## config.mk

```make
export PLATFORM = sky130hd
export DESIGN_NAME = quad_decoder_array
export DESIGN_NICKNAME = d
export VERILOG_FILES = /design/src/rtl/qdec_pkg.sv /design/src/rtl/qdec_channel.sv /design/src/rtl/quad_decoder_array.sv
export SDC_FILE = /design/constraint.sdc
export NUM_CORES = 1
export LEC_CHECK = 0
export CAP_MARGIN = 20
export CORE_MARGIN = 5
export CORE_UTILIZATION = 56
export DETAILED_ROUTE_END_ITERATION = 8
export PLACE_DENSITY_LB_ADDON = 0.05
export SLEW_MARGIN = 20
export SYNTH_ARGS = -nofsm -noshare
export SYNTH_HDL_FRONTEND = slang
export SYNTH_HIERARCHICAL = 1
export SYNTH_SLANG_ARGS = --single-unit
```

## constraint.sdc

```tcl
create_clock -name clk -period 6.9 [get_ports clk]
set_input_delay 1.38 -clock clk [delete_from_list [all_inputs] [get_ports clk]]
set_output_delay 1.38 -clock clk [all_outputs]
set_load 0.02 [all_outputs]
```

## src/rtl/qdec_pkg.sv

```systemverilog
// Shared encodings and Gray-code step lookups for the quadrature decoder array.
// Error detection in qdec_channel is compiled in only when QDEC_ERR_EN is defined.
package qdec_pkg;

  localparam logic [1:0] QDEC_X1 = 2'd0;
  localparam logic [1:0] QDEC_X2 = 2'd1;
  localparam logic [1:0] QDEC_X4 = 2'd2;

  localparam logic [1:0] QDEC_S00 = 2'b00;
  localparam logic [1:0] QDEC_S01 = 2'b01;
  localparam logic [1:0] QDEC_S11 = 2'b11;
  localparam logic [1:0] QDEC_S10 = 2'b10;

  typedef struct packed {
    logic up;
    logic dn;
  } qdec_evt_t;

  function automatic logic [1:0] qdec_next_up(input logic [1:0] s);
    case (s)
      QDEC_S00: return QDEC_S01;
      QDEC_S01: return QDEC_S11;
      QDEC_S11: return QDEC_S10;
      default:  return QDEC_S00;
    endcase
  endfunction

  function automatic logic [1:0] qdec_next_down(input logic [1:0] s);
    case (s)
      QDEC_S00: return QDEC_S10;
      QDEC_S10: return QDEC_S11;
      QDEC_S11: return QDEC_S01;
      default:  return QDEC_S00;
    endcase
  endfunction

endpackage

```

## src/rtl/qdec_channel.sv

```systemverilog
// One encoder channel: 2-flop sync, run-length glitch filter, Gray decoder, wrap counter.
// Illegal-transition flag is built only when QDEC_ERR_EN is defined.
//
// filt (decoder state) | meaning
// 00 | phase A low,  phase B low
// 01 | phase A low,  phase B high
// 11 | phase A high, phase B high
// 10 | phase A high, phase B low
// valid=0 means no value accepted since reset; the first accept only seeds filt.
module qdec_channel
  import qdec_pkg::*;
#(
  parameter int CNT_W      = 16,
  parameter int FILT_DEPTH = 3
) (
  input  logic             clk,
  input  logic             reset,
  input  logic             x,
  input  logic             y,
  input  logic [1:0]       mode,
  input  logic             clr,
  output logic [CNT_W-1:0] counter,
  output logic             step,
  output logic             dir,
  output logic             err
);

  localparam logic [3:0]       RUN_MAX = 4'(FILT_DEPTH);
  localparam logic [CNT_W-1:0] ONE     = CNT_W'(1);

  logic [1:0] sync1, sync2, cand, filt;
  logic [3:0] run;
  logic       valid;
  logic       pending, accept, is_up, is_dn, hit;
  qdec_evt_t  evt;

  always_comb begin
    pending = (cand != filt) || !valid;
    accept  = (sync2 == cand) && pending && (run >= RUN_MAX);
    is_up   = (cand == qdec_next_up(filt));
    is_dn   = (cand == qdec_next_down(filt));
    case (mode)
      QDEC_X1: hit = (cand == QDEC_S11);
      QDEC_X2: hit = (cand == QDEC_S11) || (cand == QDEC_S00);
      default: hit = 1'b1;
    endcase
  end

  // cand tracks the synced pair; run counts how long it has stayed put.
  always_ff @(posedge clk) begin
    if (reset) begin
      sync1 <= QDEC_S00;
      sync2 <= QDEC_S00;
      cand  <= QDEC_S00;
      filt  <= QDEC_S00;
      run   <= 4'd0;
      valid <= 1'b0;
      evt   <= '0;
    end else begin
      sync1 <= {x, y};
      sync2 <= sync1;
      evt   <= '0;
      if (sync2 != cand) begin
        cand <= sync2;
        run  <= 4'd1;
      end else if (accept) begin
        filt   <= cand;
        valid  <= 1'b1;
        run    <= 4'd0;
        evt.up <= valid && is_up && hit;
        evt.dn <= valid && is_dn && hit;
      end else if (pending) begin
        run <= run + 4'd1;
      end
    end
  end

  always_ff @(posedge clk) begin
    if (reset) begin
      counter <= '0;
      step    <= 1'b0;
      dir     <= 1'b0;
    end else begin
      step <= 1'b0;
      if (clr) begin
        counter <= '0;
      end else if (evt.up) begin
        counter <= counter + ONE;
        step    <= 1'b1;
        dir     <= 1'b1;
      end else if (evt.dn) begin
        counter <= counter - ONE;
        step    <= 1'b1;
        dir     <= 1'b0;
      end
    end
  end

`ifdef QDEC_ERR_EN
  logic illegal;

  always_ff @(posedge clk) begin
    if (reset) begin
      illegal <= 1'b0;
      err     <= 1'b0;
    end else begin
      illegal <= (sync2 == cand) && accept && valid && !is_up && !is_dn;
      if (clr)          err <= 1'b0;
      else if (illegal) err <= 1'b1;
    end
  end
`else
  assign err = 1'b0;
`endif

endmodule

```

## src/rtl/quad_decoder_array.sv

```systemverilog
// Array of independent quadrature decoder channels sharing one resolution mode.
// Define QDEC_ERR_EN to enable per-channel illegal-transition detection.
module quad_decoder_array
  import qdec_pkg::*;
#(
  parameter int CHANNELS   = 4,
  parameter int CNT_W      = 16,
  parameter int FILT_DEPTH = 3
) (
  input  logic                      clk,
  input  logic                      reset,
  input  logic [CHANNELS-1:0]       x,
  input  logic [CHANNELS-1:0]       y,
  input  logic [1:0]                mode,
  input  logic [CHANNELS-1:0]       clr,
  output logic [CHANNELS*CNT_W-1:0] counter,
  output logic [CHANNELS-1:0]       step,
  output logic [CHANNELS-1:0]       dir,
  output logic [CHANNELS-1:0]       err
);

  for (genvar i = 0; i < CHANNELS; i++) begin : g_ch
    qdec_channel #(
      .CNT_W     (CNT_W),
      .FILT_DEPTH(FILT_DEPTH)
    ) u_ch (
      .clk    (clk),
      .reset  (reset),
      .x      (x[i]),
      .y      (y[i]),
      .mode   (mode),
      .clr    (clr[i]),
      .counter(counter[i*CNT_W +: CNT_W]),
      .step   (step[i]),
      .dir    (dir[i]),
      .err    (err[i])
    );
  end

endmodule
```

==> results of run 1 <==
==> power by group through the flow <==
stage | Combinational [mW] | Clock, mW | Sequential (mW)
after floorplan | 0.0544 | 0 | 0.799
after global placement | 0.0706 | 0 | 0.801
after detailed placement | 0.0742 | 0 | 0.801
after CTS | 0.0747 | 0.954 | 0.785
after global routing | 0.0829 | 0.989 | 0.786
final | 0.0740 | 0.936 | 0.785
==> how the worst min path moves through the flow <==
stage               cells past startpoint                               end                             start
floorplan                               1  g_ch[0].u_ch/sync2[0]$_SDFF_PP0_  g_ch[0].u_ch/sync1[0]$_SDFF_PP0_
global placement                        1  g_ch[3].u_ch/sync2[0]$_SDFF_PP0_  g_ch[3].u_ch/sync1[0]$_SDFF_PP0_
detailed placement                      1  g_ch[1].u_ch/sync2[1]$_SDFF_PP0_  g_ch[1].u_ch/sync1[1]$_SDFF_PP0_
CTS                                     1  g_ch[0].u_ch/sync2[0]$_SDFF_PP0_  g_ch[0].u_ch/sync1[0]$_SDFF_PP0_
global route                            1  g_ch[3].u_ch/sync2[0]$_SDFF_PP0_  g_ch[3].u_ch/sync1[0]$_SDFF_PP0_
finish                                  1  g_ch[2].u_ch/sync2[0]$_SDFF_PP0_  g_ch[2].u_ch/sync1[0]$_SDFF_PP0_
==> layout make-up <==
cell class | instances | area share (%)
Clock buffer | 18 | 4.60
Clock inverter | 14 | 2.00
Inverter | 23 | 0.926
Multi-Input combinational cell | 711 | 52.3
Sequential cell | 132 | 28.3
Tap cell | 180 | 2.42
Timing Repair Buffer | 88 | 9.37
==> flip-flops by register name, indices dropped and copies added (netlist names) <==
name               cells
g_ch.u_ch/cand         8
g_ch.u_ch/counter     64
g_ch.u_ch/dir          4
g_ch.u_ch/evt          8
g_ch.u_ch/filt         8
g_ch.u_ch/run         16
g_ch.u_ch/step         4
g_ch.u_ch/sync1        8
g_ch.u_ch/sync2        8
g_ch.u_ch/valid        4
==> stage by stage <==
stage          worst slack, ns  instances  cell area (um2)  util [%]  hold WS (ns)
2_1_floorplan             4.40        888             7720         -         0.414
3_3_place_gp              3.73       1134             8710      63.5         0.417
3_5_place_dp              3.64       1134             8710      63.5         0.428
4_1_cts                   4.04       1166             9320      68.0         0.443
5_1_grt                   3.94       1166             9320      68.0         0.448
6_report                  4.06       1166             9320      68.0         0.440
==> logic make-up (layout without fill, tap and decap cells) <==
logic type | count (synthesis) | after routing | synth area share [%]
simple gates | 332 | 332 | 21.8
compound gates | 219 | 219 | 19.4
flops | 132 | 132 | 34.2
fa+ha+maj | 68 | 68 | 11.4
xor+xnor | 67 | 67 | 7.60
buf+inv | 45 | 143 | 2.58
mux | 21 | 21 | 2.80
other cells | 4 | 4 | 0.194
==> routing by layer <==
layer,vias to the layer above,share of wire [%],global-route usage [%],routed length (um)
met2,148,49,36.5,8180
met1,3067,45,25.0,7460
li1,3335,-,-,-
met5,-,0,0,0
met3,22,4.8,4.81,794
met4,0,1.6,7.57,271
==> cells in the final DEF (no fill, tap or decap), types with 4 or more instances in the layout <==
master             n
dfxtp_1          132
nor2_1            94
nand2_1           88
clkdlybuf4s50_1   86
a21oi_1           76
ha_1              64
xnor2_1           46
nor2b_1           28
o21ai_0           25
inv_1             22
nor3_1            22
xor2_1            21
nand3_1           19
a21o_1            19
clkbuf_16         17
mux2i_1           16
a211oi_1          14
nand4_1           13
o21ai_1           10
and2_1            10
o21a_1             9
a21oi_2            9
o211ai_1           8
a22o_1             8
or3_1              7
nor4b_1            7
nand2b_1           7
a31oi_1            6
clkinvlp_4         5
mux2_2             5
clkinv_2           4
bufinv_16          4
fa_1               4
conb_1             4
a211oi_2           4
and2b_2            4
==> impl_metrics.py, run 1 <==
metrics = {
    "run_status": {
        "outcome": "complete, no violations",
    },
    "synth": {
        "synth-edff-count": 0,
        "synth_largest_area_cell": "dfxtp_1",
        "synth_area_mm2": 0.00772,
        "avgSynthCellArea_um2": 8.69,
        "yosys.area.top_type_share_pct": 34.2,
        "synth_nets": 972,
        "yosysSeqAreaShare_pct": 34.2,
        "synth.distinct_cells": 74,
        "ys_warn_count": 6,
        "synth_cells": 888,
        "synthArstFlopShare_pct": 0,
        "ys_ff_latch": 132,
        "synth.top_cells.by_area": "dfxtp_1 34%, ha_1 10%, xnor2_1 5.2%",
        "yosysMostFrequentCell": "dfxtp_1",
        "yosys-top-cells-count": "132 x dfxtp_1, 94 x nor2_1, 88 x nand2_1",
        "synth-main-ff-cell": "dfxtp_1",
    },
    "min_path": {
        "worstHoldPathType": "register to register",
    },
    "global_route": {
        "grt_first_pass_wirelength_mm": 28.5,
        "antenna_found_initial": 0,
        "grt_max_degree": 60,
        "gr-total-overflow": 0,
        "grt_util_all_layers_pct": 20.9,
        "grt_pass1_vias": 6427,
    },
    "power": {
        "seq_power_share_pct": 43.7,
        "peakVddDrop_mv": 0.162,
        "swShare_pct": 21.5,
        "leakage_nw": 3.76,
        "power_mw": 1.80,
        "p_int_mw": 1.41,
        "combPwrFrac_pct": 4.1,
        "clockPowerShare_pct": 52.2,
        "power_density_mw_per_mm2": 193,
        "switching_power_mw": 0.385,
    },
    "timing": {
        "min_period_ns": 2.84,
        "slew_viol_final": 0,
        "finalSetupTns_ns": 0,
        "report.final.hold_viol_count": 0,
        "rsz0062_at_grt": "false",
        "worst_pin_slew_ns": 1.02,
        "finalCritPeriodShare_pct": 41.2,
        "setup_viol": 0,
        "clock_skew_ns": 0.0105,
        "clock.fmax_mhz": 352,
        "slew_headroom_pct": 31.9,
    },
    "clock_network": {
        "cts.sink_count": 132,
        "numCtsBuffers": 17,
        "cts-hold-fix-buffers": 0,
        "cts_tree": "done",
        "clk_pin_slew_ns": 0.06,
        "htreeDepth": 4,
        "clk_path_buf_depth": 2,
        "post_cts.repair.setup_buffers": 0,
        "clock_latency_ns": 0.42,
        "clockRootBuffer": "clkbuf_16",
        "post_cts_resized": 0,
    },
    "worst_setup_path": {
        "path_depth": 1,
        "critPathBufInv": 1,
        "cp-startpoint": "g_ch[1].u_ch/counter[15]$_SDFFE_PP0N_",
        "cp-end-kind": "primary output",
        "crit_end": "counter[31]",
        "rrSetupSlack_ns": 4.20,
        "critPathMaxFanout": 3,
        "regToRegEndpoint": "g_ch[0].u_ch/counter[15]$_SDFFE_PP0N_",
        "crit_family": "buffers and inverters",
        "worst_ep_arrival_time_ns": 1.46,
        "path_cells": "clkdlybuf4s50_1",
        "slowest_stage": "clkdlybuf4s50_1",
        "worstPathRequired_ns": 5.52,
        "r2r.worst_path.cells": 8,
        "reg2reg_from": "g_ch[0].u_ch/evt[1]$_SDFF_PP0_",
        "startpoint_type": "register",
        "criticalPathCategory": "register to primary output",
        "cpPeakStageDelay_ns": 0.63,
    },
    "floorplan": {
        "dieArea_mm2": 0.0162,
        "io_pins": 92,
        "coreArea_mm2": 0.0137,
        "die_x_um": 127,
        "dieHeight_um": 127,
        "rows": 43,
        "start_util_pct": 56.3,
    },
    "final_layout": {
        "regArea_mm2": 0.00264,
        "layout.nets": 1057,
        "syn2layout_area_growth_pct": 20.7,
        "drive_above_1_share_pct": 8.32,
        "antennaDiodeCount": 0,
        "fill_cells": 1143,
        "multiInputGateArea_mm2": 0.00488,
    },
    "place": {
        "port_buffers": 87,
        "gp_congestion": 0.861,
        "dp_hpwl_mm": 12.1,
    },
    "detailed_routing": {
        "wl_per_cell_um": 14.3,
        "dr.pass1.iters": 5,
        "drc_errors": 0,
        "drtIter0Drc": 298,
        "vias_per_cell": 5.64,
        "ant_nets": 0,
        "vias": 6572,
        "wl_mm": 16.7,
    },
    "run": {
        "drv_cap": 0,
    },
}
(Power assumes the default switching activity.)
==> run 2: changes to the inputs <==
Settings changed: CORE_UTILIZATION 56 to 51.
Clock period 6.9 ns to 2.3 ns, I/O delays scaled along.
==> run 2 against run 1 <==
The flow now finishes with violations (setup timing). Clock-buffer cell count rose by 5. Die area rose by 9.0%. Sequential power rose to 3.0 times the previous value. Critical path type is now register to register. Largest cell class unchanged.
==> impl_metrics.py, run 2 (synthesized netlist as in run 1, its figures left out) <==
metrics = {
    "floorplan": {
        "start_util_pct": 51.4,
        "die_x_um": 133,
        "coreArea_mm2": 0.0150,
        "rows": 45,
        "dieHeight_um": 133,
        "dieArea_mm2": 0.0177,
        "io_pins": 92,
    },
    "global_route": {
        "antenna_found_initial": 0,
        "grt_first_pass_wirelength_mm": 28.7,
        "gr-total-overflow": 0,
        "grt_util_all_layers_pct": 19.2,
        "grt_max_degree": 24,
        "grt_pass1_vias": 6136,
    },
    "worst_setup_path": {
        "critPathMaxFanout": 6,
        "worst_ep_arrival_time_ns": 2.63,
        "startpoint_type": "register",
        "worstPathRequired_ns": 2.60,
        "criticalPathCategory": "register to register",
        "cp-end-kind": "register",
    },
    "clock_network": {
        "clk_path_buf_depth": 2,
        "numCtsBuffers": 17,
        "cts.sink_count": 132,
        "cts-hold-fix-buffers": 0,
        "clockRootBuffer": "clkbuf_16",
        "cts_tree": "done",
        "clk_pin_slew_ns": 0.06,
        "clock_latency_ns": 0.42,
        "htreeDepth": 4,
    },
    "final_layout": {
        "fill_cells": 1238,
        "reg.largest.list": "g_ch.u_ch/counter: 64 flops, g_ch.u_ch/run: 16 flops",
        "syn2layout_area_growth_pct": 28.9,
        "regArea_mm2": 0.00266,
        "drive_above_1_share_pct": 16.1,
        "largest_reg_flops": 64,
        "fin_cells": 1218,
        "layout.nets": 1103,
        "layout_common_cells": "123 x dfxtp_1, 94 x nor2_1, 88 x nand2_1, 86 x clkdlybuf4s50_1, 71 x a21oi_1",
        "antennaDiodeCount": 0,
        "layout_commonest_cell": "dfxtp_1",
        "multiInputGateArea_mm2": 0.00512,
        "regMostFlops": "g_ch.u_ch/counter",
    },
    "place": {
        "post-place-ws_ns": -0.0659,
        "gp_congestion": 0.856,
        "placedCellCount": 1179,
        "dp_hpwl_mm": 12.2,
        "port_buffers": 87,
    },
    "run": {
        "drv_cap": 0,
    },
    "power": {
        "seq_power_share_pct": 44.3,
        "power_density_mw_per_mm2": 534,
        "peakVddDrop_mv": 0.509,
        "switching_power_mw": 1.15,
        "leakage_nw": 4.02,
        "clockPowerShare_pct": 51.2,
        "combPwrFrac_pct": 4.5,
        "swShare_pct": 21.6,
        "p_int_mw": 4.16,
    },
    "detailed_routing": {
        "drtIter0Drc": 256,
        "dr.pass1.iters": 4,
        "vias": 6653,
        "wl_per_cell_um": 14.5,
        "ant_nets": 0,
        "drc_errors": 0,
        "vias_per_cell": 5.46,
        "wl_mm": 17.6,
    },
    "timing": {
        "finalSetupTns_ns": -0.0381,
        "whs_ns": 0.397,
        "setup_slack_ns": -0.0324,
        "min_period_ns": 2.33,
        "clock_skew_ns": 0.00600,
        "clock.fmax_mhz": 429,
        "slew_viol_final": 0,
        "setup_viol": 2,
        "finalCritPeriodShare_pct": 101,
        "rsz0062_at_grt": "true",
        "report.final.hold_viol_count": 0,
    },
    "min_path": {
        "worstHoldPathType": "input port to register",
    },
    "run_status": {
        "outcome": "finished, violations left",
        "violations": "setup timing",
    },
}
[run 2: changes by cell type in the layout (fill, tap and decap cells not counted), moves of 3 or more]
cell,previous run,this run
clkinv_2,4,1
o21ai_1,10,13
dfxtp_1,132,123
dfxtp_2,0,7
ha_4,0,14
ha_2,0,3
ha_1,64,47
a21oi_2,9,14
clkbuf_8,0,5
inv_1,22,19
a21oi_1,76,71
buf_4,1,42
o21ai_0,25,21
[run 2: final cells by class]
| type | instances | area share, % |
|---|---|---|
| multi-input cells | 711 | 51.5 |
| flip-flops and latches | 132 | 26.7 |
| repair buffers | 132 | 12.3 |
| clock buffers | 23 | 5.01 |
| well taps | 188 | 2.36 |
| clock inverters | 7 | 0.981 |
| inverters | 23 | 0.981 |
| repair inverters | 2 | 0.151 |
[run 2: critical path: stages (launching register included)]
cell and delay [ns]:
dfxtp_2 0.36, clkinvlp_4 0.14, buf_4 0.17, buf_12 0.14
ha_4 0.30, and3_2 0.22, nand3_1 0.11, o21ai_2 0.17
mux2i_1 0.25, mux2_2 0.36
[run 2: path summary, 6_finish.rpt]
path                               startpoint                                    end  slack [ns]  cells after the start
max reg2reg    g_ch[0].u_ch/evt[1]$_SDFF_PP0_  g_ch[0].u_ch/counter[15]$_SDFFE_PP0N_       -0.03                      9
min reg2reg  g_ch[2].u_ch/sync1[0]$_SDFF_PP0_       g_ch[2].u_ch/sync2[0]$_SDFF_PP0_        0.43                      1
min                                     reset        g_ch[0].u_ch/valid$_SDFFE_PP0P_        0.40                      2
max            g_ch[0].u_ch/evt[1]$_SDFF_PP0_  g_ch[0].u_ch/counter[15]$_SDFFE_PP0N_       -0.03                      9
[run 2: routing by layer]
layer,vias up,share of wire (%),track usage [%]
met5,-,0,0
li1,3425,-,-
met1,3096,50,26.6
met2,118,45,30.0
met3,14,4.2,5.21
met4,0,0.77,4.62
[run 2: timing repair]
action	CTS	global route
resized for setup	3	57
pin swaps	0	9
buffers inserted	2	5
cloned	0	2
endpoints found under the setup margin	7	21
[run 2: power groups by stage]
stage               Sequential (mW)  Clock, mW  Combinational, mW
detailed placement             2.40          0              0.237
finish                         2.35       2.72              0.238
global route                   2.36       2.89              0.268
CTS                            2.35       2.81              0.240
global placement               2.40          0              0.235
floorplan                      2.40          0              0.163
[run 2: per-stage QoR]
stage          utilization (%)  instance area (um2)  total power [mW]
4_1_cts                   64.0                 9630              5.40
3_3_place_gp              59.8                 8990              2.64
6_report                  66.2                 9950              5.31
3_5_place_dp              59.8                 8990              2.64
2_1_floorplan                -                 7720              2.56
5_1_grt                   66.2                 9950              5.51
